File: src/rtl/bus_arbiter_pkg.sv
// Shared CGRA bus definitions: arbiter FSM encoding, default sizing and small helpers.
package bus_arbiter_pkg;

  typedef enum logic [1:0] {
    IDLE    = 2'd0,
    BUSY    = 2'd1,
    RELEASE = 2'd2
  } arbState_t;

  localparam int DEF_N_PE    = 4;
  localparam int DEF_TIMEOUT = 16;

  // Index increment that wraps at n.
  function automatic int wrapInc(input int idx, input int n);
    return (idx + 1 >= n) ? 0 : idx + 1;
  endfunction

endpackage

File: src/rtl/bus_arbiter_if.sv
// Bus bundle between the PE requesters / global memory and the arbiter.
interface bus_arbiter_if #(
  parameter int N_PE = 4
);
  // A PE holds bus_request until it sees its grant bit; the transaction belongs to that PE
  // until global memory answers with mem_ack_in (or the arbiter times out), which the PE
  // sees as a one-cycle mem_ack_out pulse (or timeout_err) while grant drops.
  logic [N_PE-1:0]         bus_request;
  logic [N_PE-1:0]         grant;
  logic [32*N_PE-1:0]      mem_address_in;
  logic [32*N_PE-1:0]      result_in;
  logic [N_PE-1:0]         mem_read_in;
  logic [N_PE-1:0]         mem_write_in;
  logic [31:0]             mem_address_out;
  logic [31:0]             result_out;
  logic                    mem_read_out;
  logic                    mem_write_out;
  logic                    mem_ack_in;
  logic [N_PE-1:0]         mem_ack_out;
  logic [$clog2(N_PE)-1:0] owner;
  logic                    timeout_err;

  modport master (
    input  bus_request, mem_address_in, result_in, mem_read_in, mem_write_in, mem_ack_in,
    output grant, mem_address_out, result_out, mem_read_out, mem_write_out, mem_ack_out,
    output owner, timeout_err
  );

  modport slave (
    output bus_request, mem_address_in, result_in, mem_read_in, mem_write_in, mem_ack_in,
    input  grant, mem_address_out, result_out, mem_read_out, mem_write_out, mem_ack_out,
    input  owner, timeout_err
  );
endinterface

File: src/rtl/bus_arbiter_rr_select.sv
// Combinational round-robin pick: first set request bit scanning upward from rr_ptr.
module rr_select
  import bus_arbiter_pkg::*;
#(
  parameter  int N_PE = DEF_N_PE,
  localparam int IW   = $clog2(N_PE)
) (
  input  logic [N_PE-1:0] request,
  input  logic [IW-1:0]   rr_ptr,
  output logic            valid,
  output logic [IW-1:0]   index
);

  logic [IW-1:0] cand;

  always_comb begin
    valid = 1'b0;
    index = '0;
    cand  = '0;
    for (int i = 0; i < N_PE; i++) begin
      cand = IW'((int'(rr_ptr) + i) % N_PE);
      if (!valid && request[cand]) begin
        valid = 1'b1;
        index = cand;
      end
    end
  end

endmodule

File: src/rtl/bus_arbiter.sv
// Round-robin owner arbiter for the shared global-memory bus with ack/timeout release.
module bus_arbiter
  import bus_arbiter_pkg::*;
#(
  parameter int N_PE    = DEF_N_PE,
  parameter int TIMEOUT = DEF_TIMEOUT
) (
  input  logic          clk,
  input  logic          reset,
  bus_arbiter_if.master bus,
  output arbState_t     dbgState
);

  localparam int IW = $clog2(N_PE);
  localparam int CW = $clog2(TIMEOUT + 1);

  arbState_t       state;
  logic [IW-1:0]   ownerQ;
  logic [IW-1:0]   rrPtr;
  logic [CW-1:0]   toCnt;
  logic [CW-1:0]   toCntNext;
  logic [N_PE-1:0] grantQ;
  logic [N_PE-1:0] ackQ;
  logic            toErrQ;
  logic            winValid;
  logic [IW-1:0]   winIdx;

  rr_select #(.N_PE(N_PE)) uSelect (
    .request (bus.bus_request),
    .rr_ptr  (rrPtr),
    .valid   (winValid),
    .index   (winIdx)
  );

  assign toCntNext = toCnt + 1'b1;

  always_ff @(posedge clk or negedge reset) begin
    if (!reset) begin
      state  <= IDLE;
      ownerQ <= '0;
      rrPtr  <= '0;
      toCnt  <= '0;
      grantQ <= '0;
      ackQ   <= '0;
      toErrQ <= 1'b0;
    end else begin
      ackQ   <= '0;
      toErrQ <= 1'b0;
      case (state)
        IDLE: begin
          if (winValid) begin
            ownerQ <= winIdx;
            grantQ <= N_PE'(1) << winIdx;
            toCnt  <= '0;
            state  <= BUSY;
          end
        end
        BUSY: begin
          // An ack landing on the last allowed cycle still wins over the timeout.
          if (bus.mem_ack_in) begin
            ackQ   <= grantQ;
            grantQ <= '0;
            state  <= RELEASE;
          end else if (toCntNext == CW'(TIMEOUT)) begin
            toCnt  <= toCntNext;
            toErrQ <= 1'b1;
            grantQ <= '0;
            state  <= RELEASE;
          end else begin
            toCnt <= toCntNext;
          end
        end
        RELEASE: begin
          rrPtr <= IW'(wrapInc(int'(ownerQ), N_PE));
          state <= IDLE;
        end
        default: state <= IDLE;
      endcase
    end
  end

  // Owner's request path is only visible toward memory while the transaction is live.
  always_comb begin
    bus.mem_address_out = '0;
    bus.result_out      = '0;
    bus.mem_read_out    = 1'b0;
    bus.mem_write_out   = 1'b0;
    if (state == BUSY) begin
      bus.mem_address_out = 32'(bus.mem_address_in >> {ownerQ, 5'd0});
      bus.result_out      = 32'(bus.result_in >> {ownerQ, 5'd0});
      bus.mem_read_out    = bus.mem_read_in[ownerQ];
      bus.mem_write_out   = bus.mem_write_in[ownerQ];
    end
  end

  assign bus.grant       = grantQ;
  assign bus.mem_ack_out = ackQ;
  assign bus.timeout_err = toErrQ;
  assign bus.owner       = ownerQ;
  assign dbgState        = state;

endmodule
File: src/flat_wrapper.sv
// flat-port wrapper written by rule: the top's interface ports become plain ports
module bus_arbiter_flat import bus_arbiter_pkg::*;
#(
  parameter int N_PE    = DEF_N_PE,
  parameter int TIMEOUT = DEF_TIMEOUT
)
  (clk, reset, dbgState, bus_bus_request, bus_mem_address_in, bus_result_in, bus_mem_read_in, bus_mem_write_in, bus_mem_ack_in, bus_grant, bus_mem_address_out, bus_result_out, bus_mem_read_out, bus_mem_write_out, bus_mem_ack_out, bus_owner, bus_timeout_err);
  bus_arbiter_if #(.N_PE(N_PE)) bus_i ();
  input  logic clk;
  input  logic reset;
  output arbState_t dbgState;
  input wire logic [$bits(bus_i.bus_request)-1:0] bus_bus_request;
  input wire logic [$bits(bus_i.mem_address_in)-1:0] bus_mem_address_in;
  input wire logic [$bits(bus_i.result_in)-1:0] bus_result_in;
  input wire logic [$bits(bus_i.mem_read_in)-1:0] bus_mem_read_in;
  input wire logic [$bits(bus_i.mem_write_in)-1:0] bus_mem_write_in;
  input wire logic [$bits(bus_i.mem_ack_in)-1:0] bus_mem_ack_in;
  output wire logic [$bits(bus_i.grant)-1:0] bus_grant;
  output wire logic [$bits(bus_i.mem_address_out)-1:0] bus_mem_address_out;
  output wire logic [$bits(bus_i.result_out)-1:0] bus_result_out;
  output wire logic [$bits(bus_i.mem_read_out)-1:0] bus_mem_read_out;
  output wire logic [$bits(bus_i.mem_write_out)-1:0] bus_mem_write_out;
  output wire logic [$bits(bus_i.mem_ack_out)-1:0] bus_mem_ack_out;
  output wire logic [$bits(bus_i.owner)-1:0] bus_owner;
  output wire logic [$bits(bus_i.timeout_err)-1:0] bus_timeout_err;
  assign bus_i.bus_request = bus_bus_request;
  assign bus_i.mem_address_in = bus_mem_address_in;
  assign bus_i.result_in = bus_result_in;
  assign bus_i.mem_read_in = bus_mem_read_in;
  assign bus_i.mem_write_in = bus_mem_write_in;
  assign bus_i.mem_ack_in = bus_mem_ack_in;
  assign bus_grant = bus_i.grant;
  assign bus_mem_address_out = bus_i.mem_address_out;
  assign bus_result_out = bus_i.result_out;
  assign bus_mem_read_out = bus_i.mem_read_out;
  assign bus_mem_write_out = bus_i.mem_write_out;
  assign bus_mem_ack_out = bus_i.mem_ack_out;
  assign bus_owner = bus_i.owner;
  assign bus_timeout_err = bus_i.timeout_err;
  bus_arbiter #(.N_PE(N_PE), .TIMEOUT(TIMEOUT)) u_core (.clk(clk), .reset(reset), .bus(bus_i), .dbgState(dbgState));
endmodule
File: config.mk
export PLATFORM = sky130hd
export DESIGN_NAME = bus_arbiter_flat
export DESIGN_NICKNAME = d
export VERILOG_FILES = /design/src/rtl/bus_arbiter_pkg.sv /design/src/rtl/bus_arbiter_if.sv /design/src/rtl/bus_arbiter_rr_select.sv /design/src/rtl/bus_arbiter.sv /design/src/flat_wrapper.sv
export SDC_FILE = /design/constraint.sdc
export NUM_CORES = 1
export LEC_CHECK = 0
export ABC_AREA = 1
export BUFFER_PORTS_ARGS = -buffer_cell sky130_fd_sc_hd__buf_2
export CORE_AREA = 2 2 137 139
export CTS_CLUSTER_SIZE = 8
export DETAILED_ROUTE_END_ITERATION = 6
export DIE_AREA = 0 0 139 141
export GPL_TIMING_DRIVEN = 0
export PLACE_DENSITY = 0.57
export SLEW_MARGIN = 5
export SYNTH_ARGS = -nofsm -noshare
export SYNTH_HDL_FRONTEND = slang
export SYNTH_SLANG_ARGS = --single-unit
File: constraint.sdc
create_clock -name clk -period 1.98 [get_ports clk]
set_clock_uncertainty 0.1 [all_clocks]
set_input_delay 0.396 -clock clk [delete_from_list [all_inputs] [get_ports clk]]
set_output_delay 0.396 -clock clk [all_outputs]
set_load 0.02 [all_outputs]
Word-level counts from Yosys, hierarchy flattened
Index checks and enable logic that the tools add are counted.
W data, S select, Z words.

cells by class
  order comparisons = 6
  equality and inequality tests = 6
  shift operators = 3
  $add $sub $neg = 5
  reduce and logical (&&, ||, !) cells = 12
  multiplexer cells = 41

operators by type and width
  operator               number
  $shr A128 B7 Y32       2
  $mux W32               2
  $mux W4                5
  $mux W2                8
  $lt A2 B3 Y1 const B   5
  $mux W1                15
  $bmux W1 S2            6
  $mux W5                2
  $pmux W5 S2            1
  $pmux W4 S2            1
  $reduce_and A3 Y1      2
  $add A5 B1 Y5 const B  1
  $eq A5 B5 Y1 const B   1
  $add A2 B2 Y2 const B  2
  $ne A2 B2 Y1 const B   2
  $pmux W2 S2            1
  $reduce_and A2 Y1      2
  $shl A1 B2 Y4 const A  1
  $add A2 B1 Y3 const B  1
  $ge A3 B3 Y1 const B   1
  $logic_and A1 B1 Y1    3
  $logic_not A1 Y1       3
  $ne A3 B2 Y1 const B   1
  $add A2 B1 Y2 const B  1
  4 further kinds        4

word-level totals
  register bits = 20
  word-level logic and storage cells = 80
  output and inout bits = 79
  bits of input ports = 271

Depth between registers and ports, before layout
  depth in word-level cells = 15
  gate-level depth with buffers = 12
  gate-level depth less buffers = 12

Hierarchy
A second synthesis with hierarchy kept.

unflattened totals
  cell total of the unflattened synthesis = 666
  area, all modules = 3454.6 µm²

modules (own cells, without submodules)
  module       instances  cells an instance  area an instance (µm²)  sequential area each (µm²)
  bus_arbiter  1          607                3135.5                  500.5
  rr_select    1          59                 319.1                   0.0

Worst setup path after synthesis
OpenSTA, ideal clock, no wires.

  path type = register to output
  start point = reg u_core.ownerQ[0], in the netlist u_core.bus.owner[0]
  end point = out bus_mem_address_out[22]
  slack = -0.127 ns
  cell stages (with the launch flop) = 7
  required time = 1.484 ns
  data arrival time = 1.611 ns
  buffers on the path = 3
  cells stage by stage = dfrtp_1 -> buf_2 -> inv_2 -> buf_2 -> clkbuf_1 -> o21ai_0 -> a21oi_1

on the way
  cells in the longest elaborated chain, start to end = 2

RTL lines
  item                    line                RTL
  from (decl)             bus_arbiter.sv:18   logic [IW-1:0] ownerQ;
  from (signal assigned)  bus_arbiter.sv:52   ownerQ <= winIdx;
  $shr A128 B7 Y32        bus_arbiter.sv:89   bus.mem_address_out = 32'(bus.mem_address_in >> {ownerQ, 5'd0});
  $mux W32                bus_arbiter.sv:88   if (state == BUSY) begin
  to (decl)               flat_wrapper.sv:19  output wire logic [$bits(bus_i.mem_address_out)-1:0] bus_mem_address_out;

No other way between the ends.

Final worst setup path
  start point = reg u_core.ownerQ[0], in the netlist u_core.bus.owner[0]
  end point = out bus_mem_address_out[1]

Same word-level chain as after synthesis.

==> results_dict.tcl <==
set metrics [dict create \
    worstSetupPathType "reg -> out" \
    final-setup-viol-count 66 \
    place.gp.congestion 0.911 \
    cts.htree.levels 1 \
    die_area_sq_mm 0.0196 \
    ant_nets 0 \
    synth_compound_area_share_pct 31.3 \
    cp.arrival_ns 1.74 \
    yosys.area.top_type "nor2_1" \
    synth-simple-area-share_pct 44.0 \
    drc 0 \
    dp_hpwl_mm 16.1 \
    p_int_w 0.00500 \
    cts_root_buf "clkbuf_16" \
    ys_warn_count 0 \
    postSynthAreaPerCell_sq_um 4.96 \
    fmax_mhz 448 \
    final_core_utilization_pct 37.0 \
    clkTransAtPathRegs_ns 0.06 \
    cts_buffer_depth 2 \
    gr-total-overflow 0 \
    place.port_buffers 349 \
    wl_per_cell_um 16.0 \
    die_w_um 139 \
    synthTopCellsByCount "nor2_1, o21ai_0, a21oi_1" \
    violations "setup timing" \
    grt_setup_unrepaired "yes" \
    cts_sinks 20 \
    post_dp_cell_area_sq_mm 0.00566 \
    fin_nets 1312 \
    synth_nets 950 \
    drt_iter0_drc 322 \
    ioPinCount 350 \
    cts_buffers 3 \
    async_flop_share_pct 100 \
    fillers 2033 \
    clock_power_share_pct 5.0 \
    power_w 0.0111 \
    synthToLayoutAreaGrowth_pct 101 \
    initial_core_util_pct 18.4 \
    drt_pass1_iterations 5 \
    worst-r2r-setup-slack_ns 0.19 \
    vdd_drop_max_v 0.000784 \
    synth_most_common_cell "nor2_1" \
    muxShareOfSynthArea_pct 0 \
    synth_area_sq_mm 0.00336 \
    power_frac_seq_pct 5.9 \
    relSlewSlack_pct 70.5 \
    die_h_um 141 \
    ys_seq_elements 20 \
    startpoint "u_core.bus.owner[0]$_DFFE_PN0P_" \
    reg2reg_depth 6 \
    cp.required_ns 1.48 \
    startpoint_type "flop" \
    drv_slew 0 \
    diodes 0 \
    seqCellArea_sq_um 503 \
    grt_pass1_wl_mm 29.9 \
    multi_input_area_sq_mm 0.00303 \
    cts_tree "yes" \
    synth_top_area_share_pct 31.0 \
    maxCapViolations 0 \
    regToRegEndpoint "u_core.toCnt[4]$_DFFE_PN0P_" \
    yosysSeqAreaShare_pct 14.9 \
    powerDensity_mw_per_mm2 1650 \
    switchingPower_w 0.00612 \
    outcome "finished with violations" \
    worstSetupEndpointType "output pin" \
    clock_latency_ns 0.25 \
    drive_gt1_share_pct 52.3 \
    drt_wl_total_mm 20.4 \
    fin_ws_ns -0.253 \
    synth_area_leaders "nor2_1, o21ai_0, dfrtp_1" \
    synth_edf_count 0 \
    fin_area_sq_mm 0.00676 \
    grt_max_degree 21 \
    reg2reg_from "u_core.dbgState[1]$_DFFE_PN0P_" \
    p_leak_nw 3.36 \
    via_per_inst 4.61 \
    fin_crit_sh_pct 113 \
    comb_power_share_pct 89.1 \
    hold_viol 0 \
    synth_ff_type "dfrtp_1" \
    yosys.area_share.adder_pct 0.745 \
    grt_pass1_vias 5520 \
    synthXorXnorAreaFrac_pct 0.261 \
    core_sq_mm 0.0183 \
    endpoint "bus_mem_address_out[1]" \
    row_count 50 \
    sw_frac_of_total_pct 55.0 \
    cp_max_fo 7 \
    min_path_type "in -> reg" \
    synth.distinct_cells 23 \
    antenna_found_initial 0 \
    synth_top_family_by_area "simple AND/OR/NAND/NOR gates" \
    num_vias 5866 \
    tightest_slew_ns 0.442 \
    synthCells 677 \
    grt_util_all_layers_pct 19.1 \
    min_period_ns 2.23 \
]
-- state kept, by name (all words and copies together) (netlist names) --
signal                  flops
u_core.bus.owner            2
u_core.rrPtr                2
u_core.toCnt                5
u_core.bus.mem_ack_out      4
u_core.dbgState             2
u_core.bus.timeout_err      1
u_core.bus.grant            4
-- cell usage in the layout (no fill, tap or decap), types with 3 or more instances in the layout --
cell type / n
a21oi_1: 3
a21oi_2: 66
buf_12: 5
buf_2: 286
buf_4: 55
buf_6: 28
buf_8: 9
clkbuf_16: 9
clkbuf_4: 12
clkbuf_8: 5
dfrtp_1: 18
inv_1: 11
inv_2: 4
nand2_1: 66
nand2_2: 5
nand3_1: 19
nor2_1: 247
nor2_2: 25
nor2_4: 9
o21ai_0: 48
o21ai_1: 75
o21ai_2: 9
o21ai_4: 6
-- worst max-delay path, stage by stage, from the launching register on --
cell	delay [ns]
dfrtp_2	0.45
buf_12	0.17
inv_12	0.08
buf_12	0.14
clkbuf_16	0.17
o21ai_4	0.09
a21oi_2	0.20
buf_4	0.17
-- cell type report --
class | count | share of cell area, %
clock buffer | 3 | 1.11
multi-input combinational | 587 | 44.8
tap | 234 | 4.33
inverter | 17 | 1.17
clock inverter | 1 | 0.444
sequential | 20 | 7.44
timing repair buffer | 358 | 31.6
buffer | 52 | 9.11
-- per-layer routing --
layer | global-route usage, % | vias to the layer above | wire (um)
met4 | 3.03 | 0 | 236
met1 | 25.2 | 2663 | 8800
li1 | - | 2932 | -
met2 | 33.1 | 249 | 9910
met3 | 3.46 | 22 | 1420
met5 | 0 | - | 0
-- power by group through the flow --
stage,combinational (W),clock [W],sequential (W)
2_1_floorplan,0.00514,0,0.000691
6_report,0.00991,0.000557,0.000653
5_1_grt,0.0108,0.000579,0.000669
3_5_place_dp,0.00767,0,0.000643
4_1_cts,0.00933,0.000563,0.000653
3_3_place_gp,0.00764,0,0.000644
-- worst min path at each step --
stage               slack (ns)  cells past startpoint                             endpoint           start
floorplan               0.0004                      0      u_core.bus.grant[0]$_DFFE_PN0P_           reset
global placement          0.27                      1     u_core.bus.timeout_err$_DFF_PN0_           reset
detailed placement        0.27                      1      u_core.bus.grant[1]$_DFFE_PN0P_           reset
CTS                       0.30                      3  u_core.bus.mem_ack_out[1]$_DFF_PN0_  bus_mem_ack_in
global route              0.32                      3  u_core.bus.mem_ack_out[3]$_DFF_PN0_  bus_mem_ack_in
finish                    0.30                      3  u_core.bus.mem_ack_out[1]$_DFF_PN0_  bus_mem_ack_in
-- per-stage QoR --
step                instances  hold slack, ns  setup slack, ns  setup TNS, ns
CTS                      1271           0.299           -0.251         -13.31
finish                   1272           0.301           -0.253         -10.79
global route             1272           0.317           -0.299         -16.45
global placement         1260           0.271            -1.12         -37.39
floorplan                 677        0.000409          -0.0233         -0.140
detailed placement       1260           0.270            -1.08         -37.67
-- timing repair --
action                                  in CTS  in global routing
endpoints found under the setup margin      66                 66
pin swaps                                    5                 25
cloned                                       4                  2
resized for setup                          231                130
hold buffers                                 1                  0
hold endpoints to repair                    12                  0
setup buffers                                3                  0
-- logic make-up after synthesis --
| family | Yosys count |
|---|---|
| xor gates and xnor gates | 1 |
| adders and majority gates | 2 |
| buffers and inverters | 70 |
| AOI/OAI and AO/OA | 209 |
| and+or+nand+nor | 375 |
| DFF | 20 |
Power figures use the tool's default switching activity.
